### config.mk
export PLATFORM = sky130hd
export DESIGN_NAME = front_pipe_regs
export DESIGN_NICKNAME = d
export VERILOG_FILES = /design/src/rtl/front_pipe_regs.sv
export SDC_FILE = /design/constraint.sdc
export NUM_CORES = 1
export LEC_CHECK = 0
export ABC_AREA = 1
export CAP_MARGIN = 30
export CORE_MARGIN = 8
export CORE_UTILIZATION = 40
export CTS_CLUSTER_SIZE = 28
export DETAILED_ROUTE_END_ITERATION = 7
export GPL_TIMING_DRIVEN = 0
export HOLD_SLACK_MARGIN = 0.03
export PLACE_DENSITY = 0.71
export SLEW_MARGIN = 20
export SYNTH_ARGS = -nofsm -noshare
export SYNTH_HDL_FRONTEND = slang
export SYNTH_SLANG_ARGS = --single-unit
### constraint.sdc
create_clock -name clk -period 1.8 [get_ports clk]
set_input_delay 0.36 -clock clk [delete_from_list [all_inputs] [get_ports clk]]
set_output_delay 0.36 -clock clk [all_outputs]
set_load 0.01 [all_outputs]
### src/rtl/front_pipe_regs.sv
// Front-end pipeline registers for the 5-stage MIPS core: PC, IF/ID and ID/EX,
// with hazard-unit stall/flush handling and saturating stall/flush event counters.
module front_pipe_regs #(
  parameter logic [31:0] RESET_PC = 32'h0000_0000,
  parameter int unsigned CNT_W    = 16
) (
  input  logic             clk,
  input  logic             rst_n,
  input  logic             Stall,
  input  logic             PCWrite,
  input  logic             IF_ID_Write,
  input  logic             Flush,
  input  logic [31:0]      BranchTarget,
  input  logic [31:0]      IMem_Instr,
  input  logic [8:0]       ID_Ctrl,
  output logic [31:0]      PC,
  output logic [31:0]      IF_ID_Instr,
  output logic [31:0]      IF_ID_PC4,
  output logic [4:0]       IF_ID_RegisterRs,
  output logic [4:0]       IF_ID_RegisterRt,
  output logic [8:0]       ID_EX_Ctrl,
  output logic             ID_EX_MemRead,
  output logic [4:0]       ID_EX_RegisterRs,
  output logic [4:0]       ID_EX_RegisterRt,
  output logic [4:0]       ID_EX_RegisterRd,
  output logic [31:0]      ID_EX_PC4,
  output logic [CNT_W-1:0] StallCount,
  output logic [CNT_W-1:0] FlushCount
);

  localparam int unsigned XLEN     = 32;
  localparam int unsigned CTRL_W   = 9;
  localparam int unsigned REG_W    = 5;
  localparam int unsigned MEMRD_IX = 6;

  logic [XLEN-1:0]  pcPlus4;
  logic [CNT_W-1:0] cntMax;
  logic             bubble;

  assign pcPlus4 = PC + XLEN'(4);
  assign cntMax  = {CNT_W{1'b1}};
  assign bubble  = Flush | Stall;

  // Register-field taps feeding the hazard unit; no input reaches them combinationally.
  assign IF_ID_RegisterRs = IF_ID_Instr[25:21];
  assign IF_ID_RegisterRt = IF_ID_Instr[20:16];
  assign ID_EX_MemRead    = ID_EX_Ctrl[MEMRD_IX];

  // Fetch address: a taken branch overrides any PC hold.
  always_ff @(posedge clk or negedge rst_n) begin
    if (!rst_n) begin
      PC <= RESET_PC;
    end else if (Flush) begin
      PC <= BranchTarget;
    end else if (PCWrite) begin
      PC <= pcPlus4;
    end
  end

  // IF/ID: cleared to a NOP on flush, held while the hazard unit stalls decode.
  always_ff @(posedge clk or negedge rst_n) begin
    if (!rst_n) begin
      IF_ID_Instr <= '0;
      IF_ID_PC4   <= '0;
    end else if (Flush) begin
      IF_ID_Instr <= '0;
      IF_ID_PC4   <= '0;
    end else if (IF_ID_Write) begin
      IF_ID_Instr <= IMem_Instr;
      IF_ID_PC4   <= pcPlus4;
    end
  end

  // ID/EX: a bubble zeroes MemRead too, so a load-use stall ends after one cycle.
  always_ff @(posedge clk or negedge rst_n) begin
    if (!rst_n) begin
      ID_EX_Ctrl       <= '0;
      ID_EX_RegisterRs <= '0;
      ID_EX_RegisterRt <= '0;
      ID_EX_RegisterRd <= '0;
      ID_EX_PC4        <= '0;
    end else if (bubble) begin
      ID_EX_Ctrl       <= '0;
      ID_EX_RegisterRs <= '0;
      ID_EX_RegisterRt <= '0;
      ID_EX_RegisterRd <= '0;
      ID_EX_PC4        <= '0;
    end else begin
      ID_EX_Ctrl       <= CTRL_W'(ID_Ctrl);
      ID_EX_RegisterRs <= REG_W'(IF_ID_Instr[25:21]);
      ID_EX_RegisterRt <= REG_W'(IF_ID_Instr[20:16]);
      ID_EX_RegisterRd <= REG_W'(IF_ID_Instr[15:11]);
      ID_EX_PC4        <= IF_ID_PC4;
    end
  end

  // Saturating performance counters.
  always_ff @(posedge clk or negedge rst_n) begin
    if (!rst_n) begin
      StallCount <= '0;
      FlushCount <= '0;
    end else begin
      if (Stall && (StallCount != cntMax)) StallCount <= StallCount + CNT_W'(1);
      if (Flush && (FlushCount != cntMax)) FlushCount <= FlushCount + CNT_W'(1);
    end
  end

endmodule

==> results.md <==
* Tot GR Track Use at 0.211
* Worst Path Class, Setup: reg2out
* Routed WL at around 28000 um
* Initial Util at 0.403
* Root Driver: clkbuf_16
* Compound-cell area share of the yosys netlist at 0.0669
* GRT overflow at 0
* CP Max Fanout at 5
* Final Instance Area at approximately 12000 um2
* Ys async rst share at 1.00
* Slew at the pin with the worst max-slew slack at between 0.6 and 0.7 ns
* CTS tree: built
* Clock Sink Count at 184
* Initial antenna violation count at 0
* Pre-Repair DR Iteration Count at 5
* Vias in the first global route at 7673
* Core area at 20800 um2
* Top_reg_cell synth: dfrtp_1
* Max frequency at 568 MHz
* Port Buf Inserts at 271
* Post-route ant nets at 0
* Synth Area in XOR/XNOR at 0.0301
* Post-Synth Adder-Cell Area at 0.00447
* Worst relative slew slack at 0.545
* Seq cells post-synth at 184
* Crit path required time at 1.44 ns
* Post-Synthesis Cell Area at approximately 8400 um2
* Drt wl/cell at about 17 um
* Initial DRC Count at between 400 and 500
* CP max stage cell: clkdlybuf4s50_1
* Ant diodes at 0
* Post-Synthesis Cells at 994
* Cell row count at 53
* Fin crit share at 0.978
* Setup_tns at 0 ns
* Hold crit path type: in2reg
* Largest net degree at the start of global routing at 70
* Fin crit period at 1.76 ns
* Die X-Extent at 161 um
* Unique masters post-synth at 35
* Final Wtd Congestion at slightly above 0.9
* Pre-CTS WS at -0.467 ns
* Worst Path Buf+Inv at 1
* Final Hold Viols at 0
* Maximum buffer depth of the clock tree at 2
* Via/cell ratio at 4.86
* Synthesized Nets at 1076
* CP delay by family, top: buffers and inverters
* CTS Buf Count at 17
* Die Span Y at 161 um
* Filler cells at 1901
* Proportion of layout cells with a drive suffix above 1 at 0.0908
* Nets at 1391
* Placed Instance Area at 11500 um2
* Setup ws final at a little under 0.04 ns
* CP arrival at 1.40 ns
* Clock Skew at 0.0126 ns
* Power Density at 884 nW/um2
* Detailed-route DRC error count at 0
* Sequential element share of the synthesized area at 0.548
* Main combinational cell family by area after synthesis: simple AND/OR/NAND/NOR gates
* Mean Syn Cell Area at between 8 and 9 um2
* Post-DP HPWL at 21100 um
* Status: complete, no violations
* Final Setup Violations at 0
* Clock-pin slew on the worst setup and hold paths at approximately 0.08 ns
* CP Capture Type: output pin
* Critical path startpoint category: flop
* Vias at 7759
* Clock Latency Late Sink at 0.44 ns
* Ys Warns at 0
* # IOs at 274
* Total of max-cap violations at 0
* Simple-gate area share of the yosys netlist at 0.269
* P_leak at 6.02 nW
* Post-synth EDFFs at 0
* Layout area overhead at 47.0%
* Crit-path cells: clkdlybuf4s50_1
* Post-layout util at 0.593
* Mux cell area share after synthesis at 0
* Final Max Slew Viols at 0
* First-pass GRT wire length at 43300 um
* Maximum VDD drop at ~0.82 mV
* Max incr delay on CP at approximately 0.56 ns
* Die Footprint at 25900 um2
* H-tree lvl count at 4
metal layers:
layer,global-route usage,share of wire,up-vias
li1,-,-,3793
met1,0.260,0.42,3659
met2,0.348,0.48,262
met3,0.0537,0.065,45
met4,0.0863,0.030,0
met5,0,0,-
final timing paths:
kind                                 from        endpoint  slack, ns  cells after the start
setup reg to reg                    PC[3]          PC[16]       0.11                      8
hold / removal                    PCWrite          PC[23]       0.29                      3
max in group asynchronous           rst_n   StallCount[8]       0.66                      3
min in group asynchronous           rst_n   ID_EX_Ctrl[6]       0.42                      2
setup / recovery            StallCount[4]   StallCount[4]       0.04                      1
hold reg to reg            IF_ID_Instr[7]  IF_ID_Instr[7]       0.47                      2
layout make-up:
type,count,area [um2],area share
Clock buffer,17,425,0.0345
Multi-Input combinational cell,650,3130,0.253
Sequential cell,184,4620,0.374
Inverter,109,412,0.0333
Tap cell,275,344,0.0279
Timing Repair Buffer,296,2940,0.238
Clock inverter,15,200,0.0162
Buffer,51,282,0.0228
stage by stage:
step           std cells  total power, W  hold slack, ns
2_1_floorplan        994         0.00574          0.0644
3_3_place_gp        1540         0.00698           0.453
3_5_place_dp        1542         0.00704           0.330
4_1_cts             1590          0.0110           0.280
5_1_grt             1597          0.0114           0.306
6_report            1597          0.0109           0.287
flip-flops by register name (all words and copies together), names as in the netlist:
name              flops
PC                   32
IF_ID_PC4            32
IF_ID_Instr          32
ID_EX_PC4            32
FlushCount           16
ID_EX_RegisterRt      5
ID_EX_RegisterRs      5
ID_EX_Ctrl            9
StallCount           16
ID_EX_RegisterRd      5
report_power, final:
group / switching, W / internal [W] / leakage, nW
clock network: 0.00190 / 0.00203 / 0.305
registers: 0.000332 / 0.00447 / 2.43
logic: 0.00110 / 0.00108 / 3.28
total: 0.00333 / 0.00758 / 6.02
placed cells by master, fill, tap and decap left out, types with 2 or more instances in the layout:
cell type	instances
nor2_1	105
dlymetal6s2s_1	18
nor2_2	6
nand2_1	280
dfrtp_2	9
inv_6	3
o21bai_1	4
buf_2	11
inv_8	4
buf_4	33
clkinv_8	4
buf_16	2
nor3_1	10
nor3_2	2
dfrtp_1	175
clkdlybuf4s50_1	207
nand3b_1	3
nand4_1	32
nor2_4	5
clkinv_4	2
o21ai_0	46
buf_1	3
o21ai_1	11
nand3_1	72
xnor2_1	11
ha_1	2
a21oi_1	4
nand2_2	3
inv_1	106
xor2_1	16
clkbuf_16	17
buf_6	4
dlygate4sd2_1	45
nand2_4	2
clkbuf_1	20
a22oi_1	29
timing repair:
item | in CTS | in global routing
hold endpoints to repair | 57 | 0
gates resized for setup | 54 | 30
buffers inserted | 15 | 6
gates cloned | 0 | 1
setup endpoints to repair | 63 | 56
hold buffers | 1 | 0
pin swaps | 0 | 1
logic make-up (layout without fill, tap and decap cells):
group | count (synthesis) | in the layout
AOI/OAI and AO/OA | 95 | 95
xor gates and xnor gates | 28 | 28
and+or+nand+nor | 524 | 524
DFF | 184 | 184
adders and majority gates | 3 | 3
buffers and inverters | 160 | 488
cells in the mapped netlist, types with 3 or more instances:
cell | number | share of area
nand2_1 | 281 | 0.13
dfrtp_1 | 184 | 0.55
inv_1 | 106 | 0.047
nor2_1 | 105 | 0.047
nand3_1 | 72 | 0.043
o21ai_0 | 46 | 0.027
nand4_1 | 32 | 0.024
a22oi_1 | 29 | 0.026
clkbuf_1 | 20 | 0.0089
xor2_1 | 16 | 0.017
buf_2 | 14 | 0.0083
buf_4 | 11 | 0.0098
o21ai_1 | 11 | 0.0066
xnor2_1 | 11 | 0.011
nor3_1 | 10 | 0.0060
nor2_2 | 8 | 0.0060
a21oi_1 | 4 | 0.0024
buf_1 | 4 | 0.0018
o21bai_1 | 4 | 0.0036
ha_1 | 3 | 0.0045
nand3b_1 | 3 | 0.0027
nor2_4 | 3 | 0.0040
(Power assumes the default switching activity.)
==> RTL edit 1 (same settings) <==
Set the parameter `CNT_W` to 12 (it was 16).
--- a/src/rtl/front_pipe_regs.sv
+++ b/src/rtl/front_pipe_regs.sv
@@ -3,5 +3,5 @@
 module front_pipe_regs #(
   parameter logic [31:0] RESET_PC = 32'h0000_0000,
-  parameter int unsigned CNT_W    = 16
+  parameter int unsigned CNT_W    = 12
 ) (
   input  logic             clk,
Interface: changed (resized FlushCount and StallCount); port bits go from 274 to 266. The function was not compared with the original's and may differ.
==> RTL edit 1 against the original RTL <==
- worst setup slack worse by 0.0015 ns
- total power up 2.4%
- largest cell class unchanged
- clock power up 5.6%
- synthesized area down 4.9%
- sequential cell count down 8
- routed wire length down 0.33%
- register-to-register slack worse by 0.02 ns
- final area down 3.3%
- die area down 4.4%
- via count down 4.9%
==> RTL edit 1: results (changes against the original RTL) <==
Max VDD drop = 0.0006454 V (-21%)
Largest net degree at the start of global routing = 100 (+43%)
Register area share after synthesis = 0.5514 (+0.002943)
CP arrival = 1.40 ns (about the same)
YS warnings = 0 (unchanged)
Via count = 7381 (-4.9%)
Initial DRT Pass Iterations = 5 (unchanged)
GR Util All Layers = 0.2217 (+0.01037)
Synth area leaders = dfrtp_1, nand2_1, inv_1
Placement Cell Area = 10980 µm² (-4.6%)
Final core utilization = 0.6112 (+0.01834)
Crit Path Max Fanout = 4 (-1)
Number of flops mapped to enable cells by yosys = 0 (unchanged)
Syn Nets = 1011 (-6.0%)
Iter 0 DRT Violations = 520 (+9.2%)
Tightest Pin Transition = 0.6071 ns (-0.07562 ns)
HP Class = in -> reg
Detailed-placement wirelength estimate = 21200 µm (+0.26%)
Dominant synthesized flop cell = dfrtp_1
Clock tree root buffer cell = clkbuf_16
Cells after Synth = 929 (-6.5%)
Share of post-route cells with drive strength above 1 = 0.1201 (+0.02932)
Final Wtd Congestion = 0.9107 (-1.8%)
Port Buffers = 263 (-3.0%)
Final #Nets = 1319 (-5.2%)
Library cells used by synthesis = 32 (-8.6%)
Fin Clk Skew = 0.01660 ns (+0.004027 ns)
Static Leak = 5.775 nW (-4.0%)
First-pass GRT wire length = 41700 µm (-3.7%)
Wirelength per Cell = 18.18 µm (+5.1%)
CP max stage cell = clkdlybuf4s50_1
Status = complete, no violations
Top cells by count, synth = nand2_1, dfrtp_1, inv_1
Int Power = 7.955 mW (+4.9%)
==> RTL edit 1: kinds of logic after synthesis <==
kind of cell               share of synthesized area
and+or+nand+nor                               0.2638
AOI/OAI and AO/OA                            0.07472
DFF                                           0.5514
adders and majority gates                   0.004700
buffers and inverters                        0.08271
xor gates and xnor gates                     0.02271
==> RTL edit 1: cell type report <==
class                   count  area (µm²)
fillers                  1766        7592
flip-flops and latches    176        4428
multi-input cells         598        2963
repair buffers            289        2884
clock buffers              17       425.4
inverters                 105       396.6
well taps                 265       331.6
plain buffers              50       277.8
clock inverters            14       227.7
==> RTL edit 1: stage by stage <==
step                setup WS, ns  TNS (ns)  cells
finish                   0.03792         0   1514
global route           0.0002283         0   1514
CTS                     -0.08079   -0.2327   1504
detailed placement       -0.6204    -63.41   1458
global placement          -6.981  -1287.58   1457
floorplan                 0.2196         0    929
==> RTL edit 1: power groups by stage <==
stage | clock (mW) | combinational (mW) | sequential (mW)
6_report | 4.14 | 2.37 | 4.65
2_1_floorplan | 0 | 0.823 | 4.82
3_3_place_gp | 0 | 2.20 | 4.75
3_5_place_dp | 0 | 2.25 | 4.75
5_1_grt | 4.37 | 2.60 | 4.70
4_1_cts | 4.22 | 2.35 | 4.65
==> RTL edit 1: path summary, 6_finish.rpt <==
| path | start | end | slack [ns] | cells after the start |
|---|---|---|---|---|
| max | FlushCount[3]$_DFFE_PN0P_ | FlushCount[3] | 0.04 | 1 |
| min reg2reg | IF_ID_Instr[29]$_DFFE_PN0P_ | IF_ID_Instr[29]$_DFFE_PN0P_ | 0.47 | 2 |
| min | PCWrite | PC[21]$_DFFE_PN0N_ | 0.31 | 3 |
| max in group asynchronous | rst_n | StallCount[0]$_DFFE_PN0P_ | 0.39 | 3 |
| max reg2reg | PC[2]$_DFFE_PN0N_ | IF_ID_PC4[24]$_DFFE_PN0P_ | 0.09 | 7 |
| min in group asynchronous | rst_n | ID_EX_PC4[29]$_DFF_PN0_ | 0.49 | 2 |
==> RTL edit 1: per-layer routing <==
metal  global-route usage  routed length [µm]  vias up
li1                     -                   -     3570
met1               0.2601               10970     3464
met2               0.3839               13600      304
met3              0.05703                2266       43
met4              0.08296                 698        0
met5                    0                   0        -
==> RTL edit 1: repair_timing <==
| item | in CTS | in global routing |
|---|---|---|
| endpoints found under the hold margin | 77 | 0 |
| hold buffers | 1 | 0 |
| setup buffers | 14 | 10 |
| endpoints found under the setup margin | 144 | 56 |
| gates resized for setup | 65 | 29 |
| pin swaps | 0 | 4 |
==> RTL edit 2 (same settings) <==
Made on the original files. Put a register stage on the outputs `IF_ID_RegisterRs` and `IF_ID_RegisterRt`, without a reset. The values now appear one clock later. The other outputs are not delayed to match.
--- a/src/rtl/front_pipe_regs.sv
+++ b/src/rtl/front_pipe_regs.sv
@@ -43,6 +43,8 @@
 
   // Register-field taps feeding the hazard unit; no input reaches them combinationally.
-  assign IF_ID_RegisterRs = IF_ID_Instr[25:21];
-  assign IF_ID_RegisterRt = IF_ID_Instr[20:16];
+  always_ff @(posedge clk) begin
+    IF_ID_RegisterRs <= IF_ID_Instr[25:21];
+    IF_ID_RegisterRt <= IF_ID_Instr[20:16];
+  end
   assign ID_EX_MemRead    = ID_EX_Ctrl[MEMRD_IX];
 
Formal check against the unedited RTL: not equivalent (Yosys sat finds a counterexample within 4 cycles, from zero or initial values and one cycle with rst_n low).
==> RTL edit 2 against the original RTL <==
- routed wire length is 4.7% higher
- worst setup slack worse by 0.0078 ns
- sequential cell count is 10 higher
- total power is 4.4% higher
- sequential power is 6.0% higher
- synthesized area is 2.5% higher
- core utilization is 0.60 points higher
- global-route usage is 0.35 points higher
- combinational power is 6% higher
- final area is 2.3% higher
- critical path type unchanged
- critical endpoint is now FlushCount[3]
- largest cell class unchanged
==> RTL edit 2: results (changes against the original RTL) <==
Routed Wire Length = 28920 µm (+4.7%)
Final #Nets = 1393 (+0.14%)
Status = complete, no violations
Inst Count DP = 1543 (+0.065%)
DR top layer = met5
GR Util All Layers = 0.2149 (+0.003536)
Synth area leaders = dfrtp_1, nand2_1, nand3_1
Ys async rst share = 0.9485 (-0.05155)
Cells after Synth = 995 (+0.10%)
Final Wtd Congestion = 0.8999 (-3.0%)
Detailed-placement wirelength estimate = 21970 µm (+3.9%)
Filler cells = 1890 (-0.58%)
Max VDD drop = 0.0006781 V (-17%)
Syn Nets = 1077 (+0.093%)
Static Leak = 6.026 nW (+0.17%)
Reg2Reg Depth = 7 (-1)
First-pass GRT wire length = 44390 µm (+2.5%)
Antenna violations before repair = 3 (+3)
Tightest Pin Transition = 0.6508 ns (-0.03194 ns)
Metal3 WL = 1794 µm (+0.17%)
Int Power = 7.911 mW (+4.4%)
Metal2 WL = 14180 µm (+6.6%)
Fin Clk Skew = 0.01492 ns (+0.002348 ns)
Share of post-route cells with drive strength above 1 = 0.1057 (+0.01497)
Largest net degree at the start of global routing = 79 (+13%)
Placement Cell Area = 11730 µm² (+1.9%)
Top cells by count, synth = nand2_1, dfrtp_1, nor2_1
Iter 0 DRT Violations = 653 (+37%)
Library cells used by synthesis = 38 (+8.6%)
## RTL edit 2: cell count changes after synthesis, moves of 6 or more
cell,before,now
buf_4,11,2
nand3_1,72,80
nor2_4,3,9
xor2_1,16,8
dfxtp_1,0,10
nand2_1,281,266
## RTL edit 2: metrics by stage
step	total power, mW	util	setup slack [ns]
after floorplan	6.055	-	0.2127
after global placement	7.367	0.5532	-7.381
after detailed placement	7.435	0.5561	-0.4394
after CTS	11.48	0.5911	0.0003348
after global routing	11.91	0.5988	-0.002244
final	11.39	0.5988	0.03160
## RTL edit 2: final timing paths
check,slack [ns],start,to
min reg2reg,0.41,IF_ID_Instr[17]$_DFFE_PN0P_,IF_ID_RegisterRt[1]$_DFF_P_
max in group asynchronous,0.36,rst_n,StallCount[7]$_DFFE_PN0P_
min,0.32,PCWrite,PC[24]$_DFFE_PN0N_
max reg2reg,0.13,PC[2]$_DFFE_PN0N_,IF_ID_PC4[24]$_DFFE_PN0P_
min in group asynchronous,0.39,rst_n,FlushCount[0]$_DFFE_PN0P_
max,0.03,FlushCount[3]$_DFFE_PN0P_,FlushCount[3]
## RTL edit 2: layout make-up
type                       instances  area, µm²  area share
sequential                       194       4827      0.3823
multi-input combinational        654       3247      0.2571
timing repair buffer             297       2973      0.2354
clock buffer                      18      439.2     0.03478
inverter                         106      399.1     0.03161
tap                              275      344.1     0.02725
buffer                            41      205.2     0.01625
clock inverter                    14      187.7     0.01486
antenna                            2      5.005   0.0003964
## RTL edit 2: cells by family after synthesis
logic type / synth area share
buffers and inverters: 0.06830
flip-flops: 0.5581
AO/OA/AOI/OAI: 0.07208
AND/OR/NAND/NOR: 0.2732
XOR/XNOR: 0.02398
adder cells (fa/ha/maj): 0.004360
## RTL edit 2: power by group through the flow
stage                     combinational [mW]  sequential [mW]  clock (mW)
after floorplan                        0.759             5.30           0
after global placement                  2.17             5.20           0
after detailed placement                2.22             5.21           0
after CTS                               2.31             5.09        4.08
after global routing                    2.52             5.14        4.24
final                                   2.30             5.09        3.99
## RTL edit 2: per-layer routing
metal,up-vias,track usage
li1,3824,-
met1,3815,0.2702
met2,315,0.3587
met3,47,0.03842
met4,2,0.09049
met5,-,0
## RTL edit 2: timing repair
action / CTS / global route
setup buffers: 16 / 6
hold endpoints to repair: 44 / 0
hold buffers: 1 / 0
gates cloned: 0 / 1
endpoints found under the setup margin: 58 / 62
resized for setup: 53 / 34
pin swaps: 0 / 2
